File: src/rtl/seg7_pkg.sv
`default_nettype none
// ============================================================================
// Module  : seg7_pkg
// Brief   : Glyph table, scan FSM encoding and blank constant for seg7 driver
// Revision: 1.0 - initial release
// ============================================================================
package seg7_pkg;

  typedef enum logic [0:0] {
    ST_BLANK = 1'b0,
    ST_SHOW  = 1'b1
  } state_t;

  localparam logic [6:0] c_SEG_BLANK = 7'h00;

  // Active-high glyphs, bit0=a .. bit6=g; entry n is the glyph for nibble n.
  localparam logic [15:0][6:0] c_GLYPHS = {
    7'h71, 7'h79, 7'h5E, 7'h39, 7'h7C, 7'h77, 7'h6F, 7'h7F,
    7'h07, 7'h7D, 7'h6D, 7'h66, 7'h4F, 7'h5B, 7'h06, 7'h3F
  };

endpackage
`default_nettype wire

File: src/rtl/seg7_scan_driver_deco.sv
`default_nettype none
// ============================================================================
// Module  : deco_hex_7seg
// Brief   : Combinational hex nibble to active-high 7-segment glyph decoder
// Revision: 1.0 - initial release
// ============================================================================
module deco_hex_7seg
  import seg7_pkg::*;
(
  input  logic [3:0] i_Nibble,
  output logic [6:0] o_Seg
);

  assign o_Seg = c_GLYPHS[i_Nibble];

endmodule
`default_nettype wire

File: src/rtl/seg7_scan_driver.sv
`default_nettype none
// ============================================================================
// Module  : seg7_scan_driver
// Brief   : Multiplexed 7-segment scan driver with ghosting guard and
//           frame-synchronous (tear-free) value update.
//           Optional macro SEG7_LEADING_ZERO_BLANK_EN blanks leading zeros.
// Revision: 1.0 - initial release
// ============================================================================
module seg7_scan_driver
  import seg7_pkg::*;
#(
  parameter int NUM_DIGITS   = 4,
  parameter int SCAN_DIV     = 50000,
  parameter int BLANK_CYCLES = 16,
  parameter int COMMON_ANODE = 0
)(
  input  logic                    i_Clk,
  input  logic                    i_Rst_n,
  input  logic                    i_Load,
  input  logic [4*NUM_DIGITS-1:0] i_Value,
  input  logic [NUM_DIGITS-1:0]   i_DpMask,
  output logic [6:0]              o_Segmentos,
  output logic                    o_Dp,
  output logic [NUM_DIGITS-1:0]   o_Digito,
  output logic                    o_Frame
);

  localparam int c_CNT_MAX = (SCAN_DIV > BLANK_CYCLES) ? SCAN_DIV : BLANK_CYCLES;
  localparam int c_CW      = (c_CNT_MAX > 1) ? $clog2(c_CNT_MAX) : 1;
  localparam int c_IW      = (NUM_DIGITS > 1) ? $clog2(NUM_DIGITS) : 1;

  localparam logic [c_CW-1:0] c_BLANK_LAST = c_CW'(BLANK_CYCLES - 1);
  localparam logic [c_CW-1:0] c_SHOW_LAST  = c_CW'(SCAN_DIV - 1);
  localparam logic [c_IW-1:0] c_IDX_LAST   = c_IW'(NUM_DIGITS - 1);
  localparam logic            c_INV        = (COMMON_ANODE != 0);

  state_t                  r_state;
  logic [c_CW-1:0]         r_cnt;
  logic [c_IW-1:0]         r_idx;
  logic [4*NUM_DIGITS-1:0] r_shadow_val;
  logic [NUM_DIGITS-1:0]   r_shadow_dp;
  logic [4*NUM_DIGITS-1:0] r_active_val;
  logic [NUM_DIGITS-1:0]   r_active_dp;

  logic                    w_blank_done;
  logic                    w_show_done;
  logic                    w_show_nxt;
  logic                    w_wrap;
  logic [3:0]              w_nibble;
  logic                    w_dp_sel;
  logic [NUM_DIGITS-1:0]   w_digit_sel;
  logic [6:0]              w_seg_raw;
  logic [6:0]              w_seg_lit;
  logic                    w_lz_blank;

  assign w_blank_done = (r_state == ST_BLANK) && (r_cnt == c_BLANK_LAST);
  assign w_show_done  = (r_state == ST_SHOW)  && (r_cnt == c_SHOW_LAST);
  assign w_show_nxt   = w_blank_done || ((r_state == ST_SHOW) && !w_show_done);
  assign w_wrap       = w_show_done && (r_idx == c_IDX_LAST);

  always_comb begin
    w_nibble    = 4'h0;
    w_dp_sel    = 1'b0;
    w_digit_sel = '0;
    for (int k = 0; k < NUM_DIGITS; k++) begin
      if (r_idx == c_IW'(k)) begin
        w_nibble       = r_active_val[4*k +: 4];
        w_dp_sel       = r_active_dp[k];
        w_digit_sel[k] = 1'b1;
      end
    end
  end

`ifdef SEG7_LEADING_ZERO_BLANK_EN
  logic [c_IW-1:0] w_msnz;

  always_comb begin
    w_msnz = '0;
    for (int k = 0; k < NUM_DIGITS; k++) begin
      if (r_active_val[4*k +: 4] != 4'h0) begin
        w_msnz = c_IW'(k);
      end
    end
  end

  assign w_lz_blank = (r_idx > w_msnz);
`else
  assign w_lz_blank = 1'b0;
`endif

  deco_hex_7seg u_deco (
    .i_Nibble (w_nibble),
    .o_Seg    (w_seg_raw)
  );

  assign w_seg_lit = w_lz_blank ? c_SEG_BLANK : w_seg_raw;

  // Display outputs are registered from the next state so they track the FSM with no lag.
  always_ff @(posedge i_Clk or negedge i_Rst_n) begin
    if (!i_Rst_n) begin
      r_state      <= ST_BLANK;
      r_cnt        <= '0;
      r_idx        <= '0;
      r_shadow_val <= '0;
      r_shadow_dp  <= '0;
      r_active_val <= '0;
      r_active_dp  <= '0;
      o_Frame      <= 1'b0;
      o_Segmentos  <= {7{c_INV}};
      o_Dp         <= c_INV;
      o_Digito     <= {NUM_DIGITS{c_INV}};
    end else begin
      if (i_Load) begin
        r_shadow_val <= i_Value;
        r_shadow_dp  <= i_DpMask;
      end

      case (r_state)
        ST_BLANK: begin
          if (w_blank_done) begin
            r_state <= ST_SHOW;
            r_cnt   <= '0;
          end else begin
            r_cnt <= r_cnt + c_CW'(1);
          end
        end
        ST_SHOW: begin
          if (w_show_done) begin
            r_state <= ST_BLANK;
            r_cnt   <= '0;
            if (w_wrap) begin
              r_idx        <= '0;
              r_active_val <= r_shadow_val;
              r_active_dp  <= r_shadow_dp;
            end else begin
              r_idx <= r_idx + c_IW'(1);
            end
          end else begin
            r_cnt <= r_cnt + c_CW'(1);
          end
        end
        default: begin
          r_state <= ST_BLANK;
          r_cnt   <= '0;
        end
      endcase

      o_Frame <= w_wrap;

      if (w_show_nxt) begin
        o_Segmentos <= w_seg_lit ^ {7{c_INV}};
        o_Dp        <= w_dp_sel ^ c_INV;
        o_Digito    <= w_digit_sel ^ {NUM_DIGITS{c_INV}};
      end else begin
        o_Segmentos <= {7{c_INV}};
        o_Dp        <= c_INV;
        o_Digito    <= {NUM_DIGITS{c_INV}};
      end
    end
  end

endmodule
`default_nettype wire

File: config.mk
export PLATFORM = sky130hd
export DESIGN_NAME = seg7_scan_driver
export DESIGN_NICKNAME = d
export VERILOG_FILES = /design/src/rtl/seg7_pkg.sv /design/src/rtl/seg7_scan_driver_deco.sv /design/src/rtl/seg7_scan_driver.sv
export SDC_FILE = /design/constraint.sdc
export NUM_CORES = 1
export LEC_CHECK = 0
export ABC_CLOCK_PERIOD_IN_PS = 2200
export CORE_UTILIZATION = 50
export DETAILED_ROUTE_END_ITERATION = 10
export PLACE_DENSITY = 0.75
export RECOVER_POWER = 25
export SLEW_MARGIN = 20
export SYNTH_ARGS = -nofsm -noshare
export SYNTH_HDL_FRONTEND = slang
export SYNTH_SLANG_ARGS = --single-unit
File: constraint.sdc
create_clock -name i_Clk -period 2.2 [get_ports i_Clk]
set_input_delay 0.33 -clock i_Clk [delete_from_list [all_inputs] [get_ports i_Clk]]
set_output_delay 0.33 -clock i_Clk [all_outputs]
set_load 0.02 [all_outputs]
==> Word level (Yosys, flattened, before mapping) <==
Memory sizes are Yosys's and may differ from the RTL's.
Index checks and enable logic that the tools add are counted.
{ "op_classes": {"n_addsub": 2, "n_mul": 0, "div_mod_pow": 0, "n_lt_le_gt_ge": 1, "n_eq_ne": 5, "shifts": 0, "n_mux": 23, "bitwise_logic": 1, "reduce_logical": 9} }
{ "op_table": {"columns": ["cell", "count"], "rows": [
  ["$mux 16", 2],
  ["$pmux 16 s2", 1],
  ["$mux 4", 5],
  ["$add 16x1->16 const B", 1],
  ["$eq 16x16->1 const B", 1],
  ["$eq 16x4->1 const B", 1],
  ["$mux 7", 2],
  ["$mux 1", 11],
  ["$lt 4x5->1 const B", 1],
  ["$eq 2x2->1 const B", 2],
  ["$logic_and 1x1->1", 4],
  ["$reduce_and 3->1", 1],
  ["$add 2x1->2 const B", 1],
  ["$eq 2x1->1 const B", 1],
  ["$logic_not 2->1", 1],
  ["$mux 2", 1],
  ["$pmux 1 s2", 1],
  ["$reduce_and 2->1", 1],
  ["$logic_not 1->1", 1],
  ["$logic_or 1x1->1", 1],
  ["$not 1->1", 1]
]} }
{ "word_totals": {"register_bits": 72, "latchBits": 0, "ramBits": 0, "rom_bits": 112, "in_bits": 23, "elab_cells": 53, "memories": 1} }
{ "mem_list": {"columns": ["memory", "depth", "word_bits", "read_ports", "rd_clocked_by_memory_dff", "wr", "line_no", "source"], "rows": [
  ["(name not given)", 16, 7, 1, 0, 0, "seg7_scan_driver_deco.sv:14", "assign o_Seg = c_GLYPHS[i_Nibble];"]
]} }

==> Longest topological paths before layout <==
Gate-level depths: netlist of the first run.
{ "depth": {"word_depth": 8, "mapped_depth": 11} }

==> Cells and area by module <==
Synthesis of the first run repeated with hierarchy kept, for this count alone.
{ "hier_totals": {"cells_unflattened": 261, "hier_area_um2": 3313.2} }
{ "modules_own_cells": {"columns": ["module", "n_inst", "cells_each", "area_per_inst_um2"], "rows": [
  ["seg7_scan_driver", 1, 228, 3025.4],
  ["deco_hex_7seg", 1, 33, 287.8]
]} }

==> Least setup slack after synthesis of the first run <==
OpenSTA, ideal clock, no wires.
{ "synth_path": {"path_type": "flip-flop to flip-flop", "from": "reg r_idx[0]", "to": "reg o_Segmentos[6]", "setup_time_ns": 0.104, "arrival_ns": 2.037, "slack_ns": 0.059, "stages_incl_launch_ff": 11, "period_less_slack_ns": 2.141, "cell_sequence": "dfrtp_1 -> inv_1 -> ha_1 -> clkbuf_1 -> a211oi_1 -> o21ai_0 -> o211a_1 -> inv_1 -> ha_1 -> mux2_2 -> a221oi_1"} }
{ "synth_via": {"elab_chain_len": 8} }
{ "synth_rtl": {"columns": ["item", "line_no", "source"], "rows": [
  ["start, declared", "seg7_scan_driver.sv:39", "logic [c_IW-1:0] r_idx;"],
  ["start signal, assigned", "seg7_scan_driver.sv:136", "r_idx <= r_idx + c_IW'(1);"],
  ["$logic_not 2->1", "seg7_scan_driver.sv:66", "if (r_idx == c_IW'(k)) begin"],
  ["$mux 4 (3 in a row)", "seg7_scan_driver.sv:66", null],
  ["$mux 4 *", "seg7_scan_driver.sv:66", null],
  ["$mem_v2 16x7 *", null, null],
  ["$mux 7 (implied by the code) *", "seg7_scan_driver_deco.sv:14", null],
  ["$mux 7 *", "seg7_scan_driver.sv:150", "if (w_show_nxt) begin"],
  ["end signal, assigned", "seg7_scan_driver.sv:109", "o_Segmentos <= {7{c_INV}};"],
  ["end signal, assigned", "seg7_scan_driver.sv:151", "o_Segmentos <= w_seg_lit ^ {7{c_INV}};"],
  ["end signal, assigned", "seg7_scan_driver.sv:155", "o_Segmentos <= {7{c_INV}};"],
  ["end, declared", "seg7_scan_driver.sv:22", "output logic [6:0] o_Segmentos,"]
]} }
Every way passes the cells marked *; elsewhere a longest branch is shown, timed or not. The select of a mux whose other input is x is not followed.
A chain may end at the register's enable or synchronous reset.

==> Worst setup path after layout of the first run <==
Same ends and word-level chain as after synthesis.

==> results of run 1 <==
==> synthesized netlist by cell type (4+ instances only) <==
cell type   n  share of area
dfrtp_1    72           0.56
inv_1       9          0.010
nand2_1    12          0.014
nand3_1     7          0.011
ha_1       11          0.042
xor2_1      5          0.013
nor2_1     22          0.025
xnor2_1     9          0.024
a211oi_1    6          0.014
mux2i_1     4          0.012
mux2_2     41           0.14
nor2b_1     5         0.0096
==> layer usage <==
layer,global-route usage,share of wire
met2,0.3306,0.49
met4,0.1034,0.032
met1,0.2653,0.45
met5,0,0
met3,0.05275,0.033
==> flip-flops by register name, summed over array words and instances, names as in the netlist <==
| signal | cells |
|---|---|
| o_Digito | 4 |
| o_Dp | 1 |
| o_Frame | 1 |
| o_Segmentos | 7 |
| r_active_dp | 4 |
| r_active_val | 16 |
| r_cnt | 16 |
| r_idx | 2 |
| r_shadow_dp | 4 |
| r_shadow_val | 16 |
| r_state | 1 |
==> how the worst min path moves through the flow <==
stage                                from               to  slack [ns]  cells past startpoint
final                            r_cnt[0]         r_cnt[0]        0.50                      1
after global routing      r_shadow_val[9]  r_shadow_val[9]        0.52                      1
after CTS                        r_cnt[0]         r_cnt[0]        0.49                      1
after detailed placement          i_Rst_n        r_cnt[11]        0.35                      2
after global placement            i_Rst_n        r_cnt[11]        0.35                      2
after floorplan                   i_Rst_n      o_Digito[0]        0.03                      0
==> repair_timing <==
action                                  CTS  global route
hold buffers                              1             0
pin swaps                                 3             3
endpoints found under the hold margin    25             0
gates resized for setup                  14            10
setup buffers                             3             5
endpoints found under the setup margin    3             6
==> kinds of logic (layout without fill, tap and decap cells) <==
group                      after synthesis  count (layout)  synth area share
DFF                                     72              72            0.5551
and+or+nand+nor                         72              72            0.1199
muxes                                   46              46            0.1581
xor gates and xnor gates                14              14           0.03778
AOI/OAI and AO/OA                       25              25           0.06014
buffers and inverters                   18              81           0.02660
adders and majority gates               11              11           0.04240
==> per-stage QoR <==
stage                     total power, mW  hold slack (ns)  area (µm²)
after floorplan                     1.441          0.03441        3246
after global placement              1.515           0.3450        3731
after detailed placement            1.522           0.3462        3731
after CTS                           2.906           0.4918        4070
after global routing                2.961           0.5209        4153
final                               2.876           0.4973        4153
==> layout make-up <==
cell class,count,share of cell area
clock buffer,9,0.02983
timing repair buffer,55,0.1220
tap,75,0.02260
clock inverter,7,0.03435
multi-input combinational,168,0.3483
inverter,10,0.009039
sequential,72,0.4339
==> power by group through the flow <==
stage	registers [mW]	logic [mW]	clock network (mW)
2_1_floorplan	1.40	0.0441	0
3_3_place_gp	1.40	0.112	0
3_5_place_dp	1.41	0.117	0
4_1_cts	1.38	0.119	1.41
5_1_grt	1.38	0.126	1.45
6_report	1.38	0.113	1.38
==> metrics.cfg, run 1 <==
[outcome]
status = finished, final reports clean

[final_layout]
multi_input_area_um2 = 1446
layout.cells.non_filler = 396
nFillCells = 454
final_core_util = 0.6812
area_growth_pct = 27.95
diodes = 0
regArea_um2 = 1802
nets = 350
drive_gt1_frac = 0.3178
layout_common_cells = 72 x dfrtp_1, 41 x mux2_2, 34 x clkdlybuf4s50_1
final_common_cell = dfrtp_1

[power]
p_int_mw = 2.299
power_leakage_nw = 1.832
irDropWorstVdd_mv = 0.4903
sw_frac_of_total = 0.2007
power.clock.fraction = 0.481
power_switching_mw = 0.5770
p_seq_frac = 0.480
pwr-share-comb = 0.039
power_density_nw_per_um2 = 692.5

[timing]
fin_crit_sh = 0.9735
final.setup.tns_ns = 0
slew_headroom = 0.1639
setup_viol_count_final = 0
tightest_slew_ns = 1.254
rsz0062_at_grt = yes
final-hold-violation-count = 0
fin_crit_ns = 2.142
skew_ns = 0.01005
clock.fmax_mhz = 466.9
slew_viol_final = 0
worst_slack_ns = 0.05822

[synthesis]
syn-mean-instance-area_um2 = 12.58
synth_edf_count = 0
yosysWarningCount = 0
synth_nets = 292
synth_area_um2 = 3246
ys.flop_type = dfrtp_1
syn-instance-count = 258
synthArstFlopShare = 1.000
ys_ff_latch = 72
synth_cell_types = 44
ys_seq_area_frac = 0.5551

[detailed_routing]
drt-total-wl_um = 6209
drt-initial-drc-count = 148
viasPerCell = 5.422
ant_nets = 0
wl_per_cell_um = 15.68
dr.pass1.iters = 4
drc_errors = 0
vias = 2147

[floorplanning]
die-area_um2 = 6818
core_um2 = 6096
io_pins = 36
dieHeight_um = 82.57
die_x_um = 82.57
placementRows = 28
start_util = 0.5324

[hold_path]
hp-class = reg -> reg

[clock_tree]
htree_num_levels = 3
clock_sinks = 72
clk_latency_ns = 0.36
cts_buffers = 9
cts_tree = built
clockRootBuffer = clkbuf_8
clk_path_buf_depth = 2
clk_transition_reported_paths_ns = 0.08

[placement]
dp_hpwl_um = 4156
placedCellCount = 371
dpl_worst_slack_ns = -0.05235
io_buffers = 35
place.gp.congestion = 0.8136

[worst_setup_path]
criticalPathCategory = reg -> reg
crit_buf_inv = 1
r2r-start = r_idx[0]
critical_path_required_ns = 2.47
crit_fanout = 6
critical_path.slowest_cell = dfrtp_1
crit_arrival_ns = 2.41
worstSetupEndpointType = flip-flop
max_stage_delay_ns = 0.40
crit_cells = 8
crit_end = o_Segmentos[6]
r2r_end = o_Segmentos[6]
crit_family = compound AO/OA/AOI/OAI gates
worstSetupStartpoint = r_idx[0]
ff2ff_path_depth = 8
crit_chain = inv_2, ha_2, nor2b_1, a221o_1, a22o_4, ha_2, mux2_2, a221oi_2
rrSetupSlack_ns = 0.06
critPathLaunchType = flip-flop
cp_common_cell = ha_2

[grt]
grt_max_degree = 48
grt-ovfl-total = 0
antenna_found_initial = 0
track_usage = 0.2084
grt_pass1_wl_um = 10210
first_global_vias = 2093

[flow_run]
maxCapViolCount = 0

No activity file was read; power rests on OpenSTA's default activity.
==> run 2, diff against run 1 <==
- CAP_MARGIN: default -> 20
==> results of run 2 <==
The final DEF is identical to that of run 1; final timing and power are the same.
